## config.mk

```make
export PLATFORM = sky130hd
export DESIGN_NAME = led_pwm_driver
export DESIGN_NICKNAME = d
export VERILOG_FILES = /design/src/rtl/led_pwm_driver.sv
export SDC_FILE = /design/constraint.sdc
export NUM_CORES = 1
export LEC_CHECK = 0
export ABC_AREA = 1
export CORE_UTILIZATION = 57
export DETAILED_ROUTE_END_ITERATION = 8
export PLACE_DENSITY_LB_ADDON = 0.1
export REMOVE_ABC_BUFFERS = 1
export SYNTH_ARGS = -nofsm -noshare
export SYNTH_HDL_FRONTEND = slang
export SYNTH_SLANG_ARGS = --single-unit
```

## constraint.sdc

```tcl
create_clock -name clk -period 2 [get_ports clk]
set_input_delay 0.3 -clock clk [delete_from_list [all_inputs] [get_ports clk]]
set_output_delay 0.3 -clock clk [all_outputs]
set_load 0.01 [all_outputs]
```

## src/rtl/led_pwm_driver.sv

```systemverilog
// Per-channel PWM LED driver feeding iCE40 SB_IO pads.
// Duty words arrive over valid/ready and are double-buffered so that new
// values only take effect at PWM period boundaries. Each pad gets a
// registered OUTPUT_ENABLE / D_OUT_0 pair in push-pull or open-drain style.
module led_pwm_driver #(
  parameter int NCH      = 4,
  parameter int DW       = 8,
  parameter int PRESCALE = 94
) (
  input  logic              clk,
  input  logic              rst_n,
  input  logic              en,
  input  logic [NCH-1:0]    od_mode,
  input  logic [NCH*DW-1:0] duty_in,
  input  logic              duty_valid,
  output logic              duty_ready,
  output logic [NCH-1:0]    pad_oe,
  output logic [NCH-1:0]    pad_dout,
  output logic              period_start
);

  localparam logic [15:0]   PRE_MAX = 16'(PRESCALE - 1);
  localparam logic [DW-1:0] CNT_MAX = '1;

  typedef enum logic {
    S_EMPTY = 1'b0,
    S_FULL  = 1'b1
  } state_t;

  logic [15:0]       r_pre_cnt;
  logic [DW-1:0]     r_pwm_cnt;
  logic              r_period_start;
  logic [NCH*DW-1:0] r_pending;
  logic [NCH*DW-1:0] r_active;
  logic [NCH-1:0]    r_pad_oe;
  logic [NCH-1:0]    r_pad_dout;
  state_t            r_state;
  state_t            w_state_next;

  logic              w_tick;
  logic              w_boundary;
  logic              w_load_pending;
  logic              w_load_active;
  logic [NCH-1:0]    w_on;

  // A tick only exists while running; en=0 freezes everything downstream.
  assign w_tick     = en && (r_pre_cnt == PRE_MAX);
  assign w_boundary = w_tick && (r_pwm_cnt == CNT_MAX);

  // Prescaler: counts 0..PRESCALE-1 while enabled, holds when disabled.
  always_ff @(posedge clk or negedge rst_n) begin
    if (!rst_n) begin
      r_pre_cnt <= '0;
    end else if (en) begin
      r_pre_cnt <= w_tick ? 16'd0 : r_pre_cnt + 16'd1;
    end
  end

  // PWM counter advances one step per tick and wraps naturally at 2^DW.
  always_ff @(posedge clk or negedge rst_n) begin
    if (!rst_n) begin
      r_pwm_cnt      <= '0;
      r_period_start <= 1'b0;
    end else begin
      if (w_tick) begin
        r_pwm_cnt <= r_pwm_cnt + 1'b1;
      end
      r_period_start <= w_boundary;
    end
  end

  // Handshake state register.
  always_ff @(posedge clk or negedge rst_n) begin
    if (!rst_n) begin
      r_state <= S_EMPTY;
    end else begin
      r_state <= w_state_next;
    end
  end

  // Handshake next-state: accept only when empty; promote only when full,
  // so a boundary coinciding with an accept leaves active untouched.
  always_comb begin
    w_state_next   = r_state;
    w_load_pending = 1'b0;
    w_load_active  = 1'b0;
    case (r_state)
      S_EMPTY: begin
        if (duty_valid) begin
          w_load_pending = 1'b1;
          w_state_next   = S_FULL;
        end
      end
      S_FULL: begin
        if (w_boundary) begin
          w_load_active = 1'b1;
          w_state_next  = S_EMPTY;
        end
      end
      default: w_state_next = S_EMPTY;
    endcase
  end

  // Pending/active duty double buffer.
  always_ff @(posedge clk or negedge rst_n) begin
    if (!rst_n) begin
      r_pending <= '0;
      r_active  <= '0;
    end else begin
      if (w_load_pending) begin
        r_pending <= duty_in;
      end
      if (w_load_active) begin
        r_active <= r_pending;
      end
    end
  end

  genvar gi;
  generate
    for (gi = 0; gi < NCH; gi++) begin : g_ch
      logic [DW-1:0] w_duty;
      assign w_duty = r_active[gi*DW +: DW];
      // Full-scale duty is treated as always-on so that 100% is reachable.
      assign w_on[gi] = (w_duty == CNT_MAX) || (r_pwm_cnt < w_duty);

      // Registered pad drive: push-pull drives the level, open-drain
      // pulls low when on and floats when off; disabled means tristate.
      always_ff @(posedge clk or negedge rst_n) begin
        if (!rst_n) begin
          r_pad_oe[gi]   <= 1'b0;
          r_pad_dout[gi] <= 1'b0;
        end else if (!en) begin
          r_pad_oe[gi]   <= 1'b0;
          r_pad_dout[gi] <= 1'b0;
        end else if (od_mode[gi]) begin
          r_pad_oe[gi]   <= w_on[gi];
          r_pad_dout[gi] <= 1'b0;
        end else begin
          r_pad_oe[gi]   <= 1'b1;
          r_pad_dout[gi] <= w_on[gi];
        end
      end
    end
  endgenerate

  assign duty_ready   = (r_state == S_EMPTY);
  assign pad_oe       = r_pad_oe;
  assign pad_dout     = r_pad_dout;
  assign period_start = r_period_start;

endmodule
```

==> key figures <==
Floorplan
  • Die Width: 96.1 µm
  • IO Count: 50
  • Initial Utilization: 60.2%
  • Die Area: 9240 µm²
  • Core Area: 8380 µm²
  • Die height: 96.1 µm
  • Standard-cell row count: 33

GRT
  • Largest net degree at the start of global routing: 49
  • Vias in the first global route: 3761
  • First-pass GRT wire length: 16500 µm
  • Remaining global-route overflow: 0
  • Gr usage total: 23.5%
  • Antenna violations before repair: 0

Final layout
  • Share of cells above drive strength 1: 11.8%
  • Area Growth Syn to Fin: 16.4%
  • N_diodes: 0
  • Layout Nets: 695
  • Fin cells: 734

Timing
  • Hold_ws: 396 ps
  • Final Slew Violations: 0
  • Setup slack after layout: 231 ps
  • Fin. Hold Viols: 0
  • Setup violators final: 0
  • Setup TNS: 0 ps
  • Max_slew headroom: 71.7%
  • Final period util: 88.5%
  • Worst Max-Slew Pin Slew: 424 ps
  • RSZ-0062 raised after global routing: false
  • Fin crit period: 1770 ps
  • Achievable frequency: 0.565 GHz
  • Fin Clk Skew: 14.0 ps

Critical path
  • Arr. time, crit path: 2070 ps
  • Cell repeated most along the worst path: inv_1
  • CP required: 2300 ps
  • Buf/Inv on CP: 4
  • Crit-path max FO: 33
  • CP peak stage delay: 450 ps
  • Crit end category: flip-flop
  • CP Launch Type: flip-flop
  • Max stage delay cell, worst path: dfrtp_1
  • CP cell instances: inv_1, ha_1, inv_1, nor2_2, inv_2, nor2_4, nand3_4, nor2_8, buf_12, nand3_1, nand2_1
  • Top delay family on crit path: simple AND/OR/NAND/NOR gates
  • Worst setup path class: reg -> reg

Clocking
  • CTS tree: done
  • Clock Tree Buf Depth: 2
  • Clk_lat worst skew: 360 ps
  • CTS H-tree lvls: 3
  • Reg clk slew, reported paths: 100 ps
  • Root Driver: clkbuf_8
  • Clock sinks: 98
  • Number of CTS-inserted buffers: 9

Placement
  • HPWL after DPL: 7050 µm
  • DP Worst Slack: 117 ps
  • RePlAce Congestion: 0.875
  • PortBufs: 49
  • Placed Cells incl. Taps: 717

Route
  • Vias per cell: 5.23
  • Drt drc: 0
  • Per-cell routed wire length: 13.0 µm
  • Post-route ant nets: 0
  • Vias: 3842
  • 1st-pass router iterations: 4
  • Final wirelength: 9580 µm
  • First-iteration detailed-routing DRC count: 146

Job
  • Max cap viols: 0

Yosys
  • Xor and xnor fraction of the mapped netlist area: 2.08%
  • YS warnings: 0
  • Post-synth top flop: dfrtp_1
  • Top cells by area, synth: dfrtp_1, nand2_1, ha_1
  • Cell area after synthesis: 5050 µm²
  • Post-synth EDFFs: 0
  • Syn avg cell area: 8.87 µm²
  • Area fraction of the dominant cell type after synthesis: 48.6%
  • Synth async-reset ratio: 100%
  • Compound-Gate Fraction of Synth Area: 2.75%
  • Post-synthesis mux area share: 7.14%
  • Area leader, netlist: dfrtp_1
  • Cell with the most instances after synthesis: nand2_1
  • Post-Synth Adder-Cell Area: 7.68%
  • #FFs+latches synth: 98
  • Largest family of logic cells by synthesized area: simple AND/OR/NAND/NOR gates
  • Sequential-to-total area share from yosys stat: 48.6%
  • Cells after Synth: 569
  • Distinct cells, synth: 33
  • Simple-gate area share of the yosys netlist: 24.4%
  • Commonest cells post-synth: nand2_1, dfrtp_1, inv_1, nand3_1, nor2_1

Hold path
  • Hold Crit Class: in -> async

Power and ir drop
  • Power Dens Cells: 652 nW/µm²
  • Leak: 3.04 nW
  • Max VDD drop: 0.476 mV

Outcome
  • Outcome: finished, final reports clean
==> worst reg2reg max path, cell delays in order, from the launching register on <==
cell     delay [ps]
dfrtp_1         450
inv_1           110
ha_1            160
inv_1            50
nor2_2          110
inv_2            50
nor2_4          110
nand3_4         120
nor2_8          160
buf_12          200
nand3_1         120
nand2_1          90
==> area by class of cell <==
cell class	count	area [µm²]
clock inverter	7	67.6
inverter	70	263
timing repair buffer	59	603
fill	649	2510
clock buffer	9	124
tap	105	131
multi-input combinational	386	2230
sequential	98	2450
==> state kept, by name (all words and copies together), names as in the netlist <==
signal,count
r_active,32
r_pending,32
r_pre_cnt,16
r_pwm_cnt,8
pad_dout,4
pad_oe,4
period_start,1
r_state,1
==> per-layer routing <==
layer / up-vias / GRT usage [%] / part of all wire (%)
li1: 1926 / - / -
met1: 1817 / 29.7 / 45
met2: 85 / 39.4 / 50
met3: 14 / 4.42 / 3.9
met4: 0 / 9.70 / 1.7
met5: - / 0 / 0
==> cells by family (layout without fill, tap and decap cells) <==
| kind of cell | count (synthesis) | count (layout) |
|---|---|---|
| compound gates | 26 | 26 |
| xor+xnor | 12 | 12 |
| fa+ha+maj | 31 | 31 |
| buf+inv | 85 | 145 |
| flops | 98 | 98 |
| mux | 32 | 32 |
| simple gates | 285 | 285 |
==> cells in the final DEF (no fill, tap or decap), types with 2 or more instances in the layout <==
master,n
nand4_1,6
clkinv_2,4
o21ai_0,5
xor2_1,9
dfrtp_1,98
clkdlybuf4s50_1,48
inv_2,7
nor2_1,34
o21ai_1,2
inv_1,62
ha_1,31
a21oi_1,15
mux2_2,32
nor3_1,13
nand3_1,48
buf_4,7
inv_6,2
nor4_1,4
clkbuf_8,9
or2_2,3
buf_12,3
xnor2_1,3
nand2_1,170
==> power by group <==
part	switching (W)	internal, W	leakage, nW
clock network	0.000679	0.000579	0.104
registers	0.000119	0.00206	1.32
logic	0.000210	0.000184	1.62
==> metrics by stage <==
step	power, W	util (%)	area, µm²
2_1_floorplan	0.00240	-	4940
3_3_place_gp	0.00260	67.6	5660
3_5_place_dp	0.00261	67.6	5660
4_1_cts	0.00386	70.0	5870
5_1_grt	0.00401	70.1	5870
6_report	0.00383	70.1	5870
==> worst paths after layout <==
| path | slack (ps) | cells after the start | startpoint | endpoint |
|---|---|---|---|---|
| setup / recovery | 230 | 11 | r_pre_cnt[1]$_DFFE_PN0P_ | r_active[6]$_DFFE_PN0P_ |
| max in group asynchronous | 970 | 3 | rst_n | r_active[9]$_DFFE_PN0P_ |
| hold / removal | 400 | 2 | rst_n | r_pre_cnt[14]$_DFFE_PN0P_ |
| min in group clk | 470 | 2 | r_active[12]$_DFFE_PN0P_ | r_active[12]$_DFFE_PN0P_ |
| setup reg to reg | 230 | 11 | r_pre_cnt[1]$_DFFE_PN0P_ | r_active[6]$_DFFE_PN0P_ |
| hold reg to reg | 470 | 2 | r_active[12]$_DFFE_PN0P_ | r_active[12]$_DFFE_PN0P_ |
==> what timing repair did <==
item                       CTS  global route
setup buffers                0             0
setup endpoints to repair    0             4
resized for setup            0             1
hold endpoints to repair    26             0
hold buffers                 1             0
Power figures use the tool's default switching activity.
